===== src/rtl/dp_pkg.sv =====
// rtl/dp_pkg.sv - shared types and constants for the micro-sequencer
package dp_pkg;

   localparam int WORD_W  = 24;
   localparam int OP_W    = 3;
   localparam int INS_W   = 2;
   localparam int MUX_W   = 3;
   localparam int REG_W   = 4;
   localparam int OMUX_W  = 4;
   localparam int CONST_W = 8;

   typedef enum logic [OP_W-1:0] {
      OP_EXEC  = 3'b000,
      OP_JMP   = 3'b001,
      OP_BRZ   = 3'b010,
      OP_BRNZ  = 3'b011,
      OP_BRC   = 3'b100,
      OP_LOOP  = 3'b101,
      OP_LDCNT = 3'b110,
      OP_HALT  = 3'b111
   } op_e;

   typedef enum logic [1:0] {
      ST_IDLE  = 2'd0,
      ST_FETCH = 2'd1,
      ST_EXEC  = 2'd2
   } state_e;

   // Field order from msb to lsb is the micro-word layout; branch target is cconst[AW-1:0].
   typedef struct packed {
      op_e                op;
      logic [INS_W-1:0]   ins_sel;
      logic [MUX_W-1:0]   in_mux;
      logic [REG_W-1:0]   reg_add;
      logic [OMUX_W-1:0]  out_mux;
      logic [CONST_W-1:0] cconst;
   } uword_t;

endpackage


===== src/rtl/dp_microseq_if.sv =====
// rtl/dp_microseq_if.sv - handshake, program-load and datapath control bus
interface dp_microseq_if
   import dp_pkg::*;
#(
   parameter int AW = 5
);
   logic                 start;
   logic                 CO;
   logic                 Z;
   logic                 prog_we;
   logic [AW-1:0]        prog_addr;
   logic [WORD_W-1:0]    prog_data;
   logic                 busy;
   logic                 done;
   logic                 WE;
   logic [INS_W-1:0]     InsSel;
   logic [MUX_W-1:0]     InMuxAdd;
   logic [REG_W-1:0]     RegAdd;
   logic [OMUX_W-1:0]    OutMuxAdd;
   logic [CONST_W-1:0]   CUconst;
   logic [AW-1:0]        pc;

   modport master (
      input  start, CO, Z, prog_we, prog_addr, prog_data,
      output busy, done, WE, InsSel, InMuxAdd, RegAdd, OutMuxAdd, CUconst, pc
   );

   modport slave (
      output start, CO, Z, prog_we, prog_addr, prog_data,
      input  busy, done, WE, InsSel, InMuxAdd, RegAdd, OutMuxAdd, CUconst, pc
   );
endinterface


===== src/rtl/dp_useq_mem.sv =====
// rtl/dp_useq_mem.sv - micro-program store, one write port and a registered read port
module dp_useq_mem
   import dp_pkg::*;
#(
   parameter int AW = 5
) (
   input  logic              clk,
   input  logic              we,
   input  logic [AW-1:0]     waddr,
   input  logic [WORD_W-1:0] wdata,
   input  logic [AW-1:0]     raddr,
   output logic [WORD_W-1:0] rdata
);
   logic [WORD_W-1:0] mem_q [2**AW];
   logic [WORD_W-1:0] rdata_q;

   // Contents are deliberately not reset so a loaded program survives a sequencer reset.
   always_ff @(posedge clk) begin
      if (we) begin
         mem_q[waddr] <= wdata;
      end
      rdata_q <= mem_q[raddr];
   end

   assign rdata = rdata_q;
endmodule


===== src/rtl/dp_microseq.sv =====
// rtl/dp_microseq.sv - microprogrammed sequencer driving the register-file/ALU control bus
module dp_microseq
   import dp_pkg::*;
#(
   parameter int AW = 5
) (
   input  logic           clk,
   input  logic           reset,
   dp_microseq_if.master  bus
);
   state_e               state_q, state_d;
   logic [AW-1:0]        pc_q, pc_d;
   logic [CONST_W-1:0]   cnt_q, cnt_d;
   logic                 busy_q, busy_d;
   logic                 done_q, done_d;
   logic                 we_q, we_d;
   logic [INS_W-1:0]     ins_sel_q, ins_sel_d;
   logic [MUX_W-1:0]     in_mux_q, in_mux_d;
   logic [REG_W-1:0]     reg_add_q, reg_add_d;
   logic [OMUX_W-1:0]    out_mux_q, out_mux_d;
   logic [CONST_W-1:0]   cconst_q, cconst_d;

   logic [WORD_W-1:0]    rdata;
   uword_t               iw;
   logic [AW-1:0]        tgt;
   logic [AW-1:0]        pc_inc;

   // The store is read every cycle at pc; the word fetched in FETCH is decoded in EXEC.
   dp_useq_mem #(.AW(AW)) u_mem (
      .clk   (clk),
      .we    (bus.prog_we && (state_q == ST_IDLE)),
      .waddr (bus.prog_addr),
      .wdata (bus.prog_data),
      .raddr (pc_q),
      .rdata (rdata)
   );

   assign iw     = uword_t'(rdata);
   assign tgt    = iw.cconst[AW-1:0];
   assign pc_inc = pc_q + AW'(1);

   // Next-state and next-output decode; WE and done are single-cycle, fields hold between EXECs.
   always_comb begin
      state_d   = state_q;
      pc_d      = pc_q;
      cnt_d     = cnt_q;
      busy_d    = busy_q;
      done_d    = 1'b0;
      we_d      = 1'b0;
      ins_sel_d = ins_sel_q;
      in_mux_d  = in_mux_q;
      reg_add_d = reg_add_q;
      out_mux_d = out_mux_q;
      cconst_d  = cconst_q;
      case (state_q)
         ST_IDLE: begin
            if (bus.start) begin
               state_d = ST_FETCH;
               pc_d    = '0;
               busy_d  = 1'b1;
            end
         end
         ST_FETCH: begin
            state_d = ST_EXEC;
         end
         ST_EXEC: begin
            state_d = ST_FETCH;
            pc_d    = pc_inc;
            case (iw.op)
               OP_EXEC: begin
                  we_d      = 1'b1;
                  ins_sel_d = iw.ins_sel;
                  in_mux_d  = iw.in_mux;
                  reg_add_d = iw.reg_add;
                  out_mux_d = iw.out_mux;
                  cconst_d  = iw.cconst;
               end
               OP_JMP:  pc_d = tgt;
               OP_BRZ:  if (bus.Z)  pc_d = tgt;
               OP_BRNZ: if (!bus.Z) pc_d = tgt;
               OP_BRC:  if (bus.CO) pc_d = tgt;
               OP_LOOP: begin
                  // An exhausted counter falls through and stays at zero.
                  if (cnt_q != '0) begin
                     cnt_d = cnt_q - CONST_W'(1);
                     pc_d  = tgt;
                  end
               end
               OP_LDCNT: cnt_d = iw.cconst;
               OP_HALT: begin
                  state_d = ST_IDLE;
                  pc_d    = pc_q;
                  busy_d  = 1'b0;
                  done_d  = 1'b1;
               end
               default: state_d = ST_IDLE;
            endcase
         end
         default: begin
            state_d = ST_IDLE;
            busy_d  = 1'b0;
         end
      endcase
   end

   // All sequencer state and outputs; reset discards any in-flight instruction.
   always_ff @(posedge clk or posedge reset) begin
      if (reset) begin
         state_q   <= ST_IDLE;
         pc_q      <= '0;
         cnt_q     <= '0;
         busy_q    <= 1'b0;
         done_q    <= 1'b0;
         we_q      <= 1'b0;
         ins_sel_q <= '0;
         in_mux_q  <= '0;
         reg_add_q <= '0;
         out_mux_q <= '0;
         cconst_q  <= '0;
      end else begin
         state_q   <= state_d;
         pc_q      <= pc_d;
         cnt_q     <= cnt_d;
         busy_q    <= busy_d;
         done_q    <= done_d;
         we_q      <= we_d;
         ins_sel_q <= ins_sel_d;
         in_mux_q  <= in_mux_d;
         reg_add_q <= reg_add_d;
         out_mux_q <= out_mux_d;
         cconst_q  <= cconst_d;
      end
   end

   assign bus.busy      = busy_q;
   assign bus.done      = done_q;
   assign bus.WE        = we_q;
   assign bus.InsSel    = ins_sel_q;
   assign bus.InMuxAdd  = in_mux_q;
   assign bus.RegAdd    = reg_add_q;
   assign bus.OutMuxAdd = out_mux_q;
   assign bus.CUconst   = cconst_q;
   assign bus.pc        = pc_q;
endmodule


===== src/flat_wrapper.sv =====
// flat-port wrapper written by rule: the top's interface ports become plain ports
module dp_microseq_flat import dp_pkg::*;
#(
   parameter int AW = 5
)
  (clk, reset, bus_start, bus_CO, bus_Z, bus_prog_we, bus_prog_addr, bus_prog_data, bus_busy, bus_done, bus_WE, bus_InsSel, bus_InMuxAdd, bus_RegAdd, bus_OutMuxAdd, bus_CUconst, bus_pc);
  dp_microseq_if #(.AW(AW)) bus_i ();
  input  logic clk;
  input  logic reset;
  input wire logic [$bits(bus_i.start)-1:0] bus_start;
  input wire logic [$bits(bus_i.CO)-1:0] bus_CO;
  input wire logic [$bits(bus_i.Z)-1:0] bus_Z;
  input wire logic [$bits(bus_i.prog_we)-1:0] bus_prog_we;
  input wire logic [$bits(bus_i.prog_addr)-1:0] bus_prog_addr;
  input wire logic [$bits(bus_i.prog_data)-1:0] bus_prog_data;
  output wire logic [$bits(bus_i.busy)-1:0] bus_busy;
  output wire logic [$bits(bus_i.done)-1:0] bus_done;
  output wire logic [$bits(bus_i.WE)-1:0] bus_WE;
  output wire logic [$bits(bus_i.InsSel)-1:0] bus_InsSel;
  output wire logic [$bits(bus_i.InMuxAdd)-1:0] bus_InMuxAdd;
  output wire logic [$bits(bus_i.RegAdd)-1:0] bus_RegAdd;
  output wire logic [$bits(bus_i.OutMuxAdd)-1:0] bus_OutMuxAdd;
  output wire logic [$bits(bus_i.CUconst)-1:0] bus_CUconst;
  output wire logic [$bits(bus_i.pc)-1:0] bus_pc;
  assign bus_i.start = bus_start;
  assign bus_i.CO = bus_CO;
  assign bus_i.Z = bus_Z;
  assign bus_i.prog_we = bus_prog_we;
  assign bus_i.prog_addr = bus_prog_addr;
  assign bus_i.prog_data = bus_prog_data;
  assign bus_busy = bus_i.busy;
  assign bus_done = bus_i.done;
  assign bus_WE = bus_i.WE;
  assign bus_InsSel = bus_i.InsSel;
  assign bus_InMuxAdd = bus_i.InMuxAdd;
  assign bus_RegAdd = bus_i.RegAdd;
  assign bus_OutMuxAdd = bus_i.OutMuxAdd;
  assign bus_CUconst = bus_i.CUconst;
  assign bus_pc = bus_i.pc;
  dp_microseq #(.AW(AW)) u_core (.clk(clk), .reset(reset), .bus(bus_i));
endmodule

===== config.mk =====
export PLATFORM = sky130hd
export DESIGN_NAME = dp_microseq_flat
export DESIGN_NICKNAME = d
export VERILOG_FILES = /design/src/rtl/dp_pkg.sv /design/src/rtl/dp_microseq_if.sv /design/src/rtl/dp_useq_mem.sv /design/src/rtl/dp_microseq.sv /design/src/flat_wrapper.sv
export SDC_FILE = /design/constraint.sdc
export NUM_CORES = 1
export LEC_CHECK = 0
export CAP_MARGIN = 40
export CORE_AREA = 2 2 281 352
export CTS_CLUSTER_SIZE = 20
export DETAILED_ROUTE_END_ITERATION = 6
export DIE_AREA = 0 0 283 354
export GPL_TIMING_DRIVEN = 1
export HOLD_SLACK_MARGIN = 0.12
export SETUP_SLACK_MARGIN = 0.5
export SYNTH_ARGS = -nofsm -noshare
export SYNTH_HDL_FRONTEND = slang
export SYNTH_SLANG_ARGS = --single-unit

===== constraint.sdc =====
create_clock -name clk -period 7.3 [get_ports clk]
set_input_delay 1.46 -clock clk [delete_from_list [all_inputs] [get_ports clk]]
set_output_delay 1.46 -clock clk [all_outputs]
set_load 0.005 [all_outputs]

=== Yosys cells after proc, flatten, opt, wreduce, memory -nomap -nowiden ===
Memories as Yosys holds them, arrays and structs flattened. A register that Yosys moved wholly into a read port is not among the register bits.
Index checks and enable logic that the tools add are counted.

* Register bits after elaboration: 39
* Bits in writable memories: 768
* Input bits: 35
* Output and inout port bits: 29
* Memories kept: 1

* Add/subtract/negate cells: 2
* Eq/ne operators: 13
* Mux-type cells: 21
* Bitwise gates (word level): 1
* Reduce and logical (&&, ||, !) cells: 10

{| class="wikitable"
|+ Memory list
! memory !! words !! bits a word !! rd ports !! clocked after memory_dff !! wr ports !! line !! RTL
|-
| u_core.u_mem.mem_q || 32 || 24 || 1 || 1 || 1 || dp_useq_mem.sv:14 || <nowiki>logic [WORD_W-1:0] mem_q [2**AW];</nowiki>
|}

{| class="wikitable"
|+ Operators by type and width
! cell !! count
|-
| 5-bit one-hot mux with 6 select lines || 1
|-
| 5-bit 2-to-1 mux || 5
|-
| 8-bit one-hot mux with 2 select lines || 1
|-
| 3-bit == test, second input constant || 4
|-
| 5-bit one-hot mux with 2 select lines || 1
|-
| 1-bit 2-to-1 mux || 9
|-
| 3-bit AND reduction || 3
|-
| 8-bit 2-to-1 mux || 1
|-
| 8-bit nonzero test || 1
|-
| 8-bit by 1-bit subtractor with 8-bit output, second input constant || 1
|-
| 3-bit by 2-bit == test with 1-bit output, second input constant || 2
|-
| 2-bit inequality test, second input constant || 3
|-
| 2-bit one-hot mux with 3 select lines || 1
|-
| 5-bit by 1-bit adder with 5-bit output, second input constant || 1
|-
| 2-bit nonzero test || 2
|-
| 3-bit by 1-bit == test with 1-bit output, second input constant || 1
|-
| 3-bit zero test || 1
|-
| 1-bit one-hot mux with 3 select lines || 1
|-
| 2-bit by 1-bit == test with 1-bit output, second input constant || 1
|-
| 2-bit == test, second input constant || 1
|-
| 2-bit zero test || 1
|-
| 2-bit 2-to-1 mux || 1
|-
| 2-bit by 1-bit inequality test with 1-bit output, second input constant || 1
|-
| 2-bit AND reduction || 1
|-
| 2 further kinds || 2
|}

=== Longest topological paths before layout ===
* Depth after elaboration: 4
* Mapped depth: 8
* Depth with buffers taken out: 7

=== Cells and area by module ===
Synthesis repeated with hierarchy kept, for this count alone.

* Cells, all modules: 1930
* Area, all modules: 32459.9 um2

{| class="wikitable"
|+ Modules (own cells, without submodules)
! module !! instances !! cells each !! area each (um2) !! seq. area each (um2)
|-
| dp_useq_mem || 1 || 1711 || 30483.0 || 23542.6
|-
| dp_microseq || 1 || 219 || 1976.9 || 975.9
|}

=== Worst setup path after synthesis ===
OpenSTA, ideal clock, no wires.

* Path kind: input port to flip-flop
* Start: input port bus_prog_addr[1]
* End: memory u_core.u_mem.mem_q[14][0], enable pin
* Data arrival time: 3080 ps
* Setup slack: 3815 ps
* Stages on the path: 4
* Cells stage by stage: nor4bb_1 nand2b_1 clkbuf_1 nor2_1

{| class="wikitable"
|+ RTL lines
! element !! line !! RTL
|-
| start, declared || flat_wrapper.sv:14 || <nowiki>input wire logic [$bits(bus_i.prog_addr)-1:0] bus_prog_addr;</nowiki>
|-
| end, declared || dp_useq_mem.sv:14 ||
|}

No word-level cell before the write port.

=== Worst setup path in the final report ===
* Start: register u_core.pc_q[0] (netlist: u_core.bus.pc[0])
* End: output port bus_pc[0]

{| class="wikitable"
|+ RTL lines
! element !! line !! RTL
|-
| start, declared || dp_microseq.sv:12 || <nowiki>logic [AW-1:0] pc_q, pc_d;</nowiki>
|-
| start signal, assigned || dp_microseq.sv:122 || <nowiki>pc_q <= pc_d;</nowiki>
|-
| end, declared || flat_wrapper.sv:24 || <nowiki>output wire logic [$bits(bus_i.pc)-1:0] bus_pc;</nowiki>
|}

No word-level cell between the ends.

==> flow_metrics.env <==
export IMPL_status="finished clean"
export IMPL_path_cells="buf_12 -> clkdlybuf4s50_1"
export IMPL_critPathSlowestCell="dfrtp_4"
export IMPL_drt_total_wl_um=77600
export IMPL_drt_first_pass_iters=5
export IMPL_synth_distinct_cells=48
export IMPL_synth_top_area_share=0.728
export IMPL_vias=14500
export IMPL_ys_seq_area_frac=0.774
export IMPL_wl_per_cell_um=27.3
export IMPL_core_region_area_um2=96900
export IMPL_max_cap_violations=0
export IMPL_p_per_area_nw_per_um2=333
export IMPL_die_h_um=354
export IMPL_yosys_warnings=0
export IMPL_die_x_um=283
export IMPL_num_rows=128
export IMPL_hold_path_class="register to register"
export IMPL_drc=0
export IMPL_critPathCaptureType="output port"
export IMPL_clock_skew_ps=24.1
export IMPL_criticalPathCategory="register to output port"
export IMPL_synth_area_um2=31700
export IMPL_startpoint_type="register"
export IMPL_nNetsFinal=1520
export IMPL_ys_seq_elements=831
export IMPL_cts_max_path_buffers=3
export IMPL_power_leakage_nw=11.1
export IMPL_clkTransAtPathRegs_ps=70
export IMPL_synth_edf_count=768
export IMPL_cts_tree="yes"
export IMPL_grt_first_pass_wirelength_um=110000
export IMPL_start_util=0.327
export IMPL_grt_max_degree=93
export IMPL_ctsResizeCount=0
export IMPL_final_max_slew_viol_count=0
export IMPL_async_flop_share=0.0469
export IMPL_post_route_cells_drive_above_1_share=0.293
export IMPL_track_usage=0.154
export IMPL_period_share=0.568
export IMPL_antenna_found_initial=10
export IMPL_worst_pin_slew_ps=896
export IMPL_setup_tns_final_ps=0
export IMPL_gp_congestion=0.797
export IMPL_finalHoldViolCount=0
export IMPL_cp_required_ps=5840
export IMPL_yosysMostFrequentCell="edfxtp_1"
export IMPL_h_tree_depth=3
export IMPL_post_cts_setup_buffers=0
export IMPL_cts_root_buf="clkbuf_16"
export IMPL_nFillCells=8650
export IMPL_ys_top_cells_by_count="768 x edfxtp_1, 240 x mux4_2, 75 x nand2_1"
export IMPL_ant_nets=0
export IMPL_cts_sinks=831
export IMPL_setup_violations=0
export IMPL_max_stage_delay_ps=980
export IMPL_syn_nets=1426
export IMPL_max_freq_ghz=0.241
export IMPL_hpwl_um=48700
export IMPL_overflow=0
export IMPL_placedInstanceArea_um2=34000
export IMPL_yosys_area_top_type="edfxtp_1"
export IMPL_io_buffers=63
export IMPL_design_area_um2=36500
export IMPL_path_max_fanout=67
export IMPL_synthTopCellsByArea="edfxtp_1 73%, mux4_2 17%, dfrtp_1 3.1%"
export IMPL_rsz0062_at_grt="false"
export IMPL_synthesis_instances=1389
export IMPL_relSlewSlack=0.403
export IMPL_grt_pass1_vias=14800
export IMPL_drt_iter0_markers=1434
export IMPL_cts_hold_buffers_added=0
export IMPL_die_area_um2=100000
export IMPL_pin_count=64
export IMPL_clk_latency_ps=630
export IMPL_synth_area_per_cell_um2=22.8
export IMPL_synth_flop_cell="edfxtp_1"
export IMPL_vias_per_cell=5.10
export IMPL_final_util=0.377
export IMPL_ir_drop_v=0.000204
export IMPL_critical_path_arrival_ps=2690
export IMPL_numCtsBuffers=76
export IMPL_area_growth_pct=15.3
export IMPL_layout_min_cycle_time_ps=4150
[power by group]
group	total (mW)	internal (mW)	switching, mW
combinational	2.43	1.15	1.28
sequential	5.70	5.41	0.290
clock	4.05	2.34	1.71
total	12.2	8.89	3.28
[cells in the final DEF, fill, tap and decap left out, types with 10 or more instances in the layout]
cell and count:
a21oi_1 13, buf_2 18, buf_4 12, clkbuf_1 17
clkbuf_16 80, clkdlybuf4s50_1 46, dfrtp_1 34, dfxtp_1 24
edfxtp_1 768, inv_1 10, mux2_2 24, mux4_2 240
nand2_1 75, nor2_1 13, nor2_4 32, o21ai_0 12
[registers in the layout (all words and copies together) (netlist names), 3 cells and up]
signal	flops
u_core.bus.RegAdd	4
u_core.bus.OutMuxAdd	4
u_core.cnt_q	8
u_core.bus.CUconst	8
u_core.bus.pc	5
u_core.u_mem.mem_q	768
u_core.bus.InMuxAdd	3
u_core.u_mem.rdata	24
[metrics by stage]
stage          setup slack [ps]  hold WS [ps]  cells  power [mW]
2_1_floorplan              3810           398   1389        7.20
3_3_place_gp               2370           416   2696        8.22
3_5_place_dp               2940           413   2705        8.27
4_1_cts                    2960           416   2838        12.3
5_1_grt                    2890           437   2839        12.6
6_report                   3150           416   2841        12.2
[layout make-up]
cell class | count | area (um2) | share of cell area
inverter | 11 | 41.3 | 0.00113
sequential | 831 | 24500 | 0.672
antenna | 3 | 7.51 | 0.000206
multi-input combinational | 477 | 6990 | 0.191
clock buffer | 98 | 2080 | 0.0569
tap | 1300 | 1630 | 0.0445
clock inverter | 35 | 433 | 0.0119
timing repair buffer | 86 | 815 | 0.0223
[kinds of logic (layout without fill, tap and decap cells)]
| group | after synthesis | after routing | synth area share |
|---|---|---|---|
| flops | 831 | 831 | 0.774 |
| simple gates | 156 | 156 | 0.0218 |
| buf+inv | 81 | 230 | 0.0126 |
| fa+ha+maj | 2 | 2 | 0.000790 |
| compound gates | 50 | 50 | 0.0100 |
| other cells | 0 | 3 | 0 |
| xor+xnor | 3 | 3 | 0.000830 |
| mux | 266 | 266 | 0.180 |
[critical path: cells and delay by family, from the launching register on]
family | cells | cell delay, ps
buffers and inverters | 2 | 1080
DFF | 1 | 980
[per-layer routing]
layer / wire [um] / global-route usage
met5: 109 / 0
met4: 2050 / 0.0507
met3: 4610 / 0.0266
met2: 38900 / 0.259
met1: 31900 / 0.204
[path summary, 6_finish.rpt]
kind	startpoint	end	slack [ps]	cells past startpoint
max reg2reg	u_core.bus.pc[0]	u_core.u_mem.rdata[10]	3750	4
min	u_core.u_mem.rdata[12]	u_core.bus.RegAdd[0]	420	2
max in group asynchronous	reset	u_core.bus.pc[3]	5770	3
min reg2reg	u_core.u_mem.rdata[12]	u_core.bus.RegAdd[0]	420	2
min in group asynchronous	reset	u_core.bus.OutMuxAdd[2]	1070	2
max	u_core.bus.pc[0]	bus_pc[0]	3150	2
No activity file was read; power rests on OpenSTA's default activity.
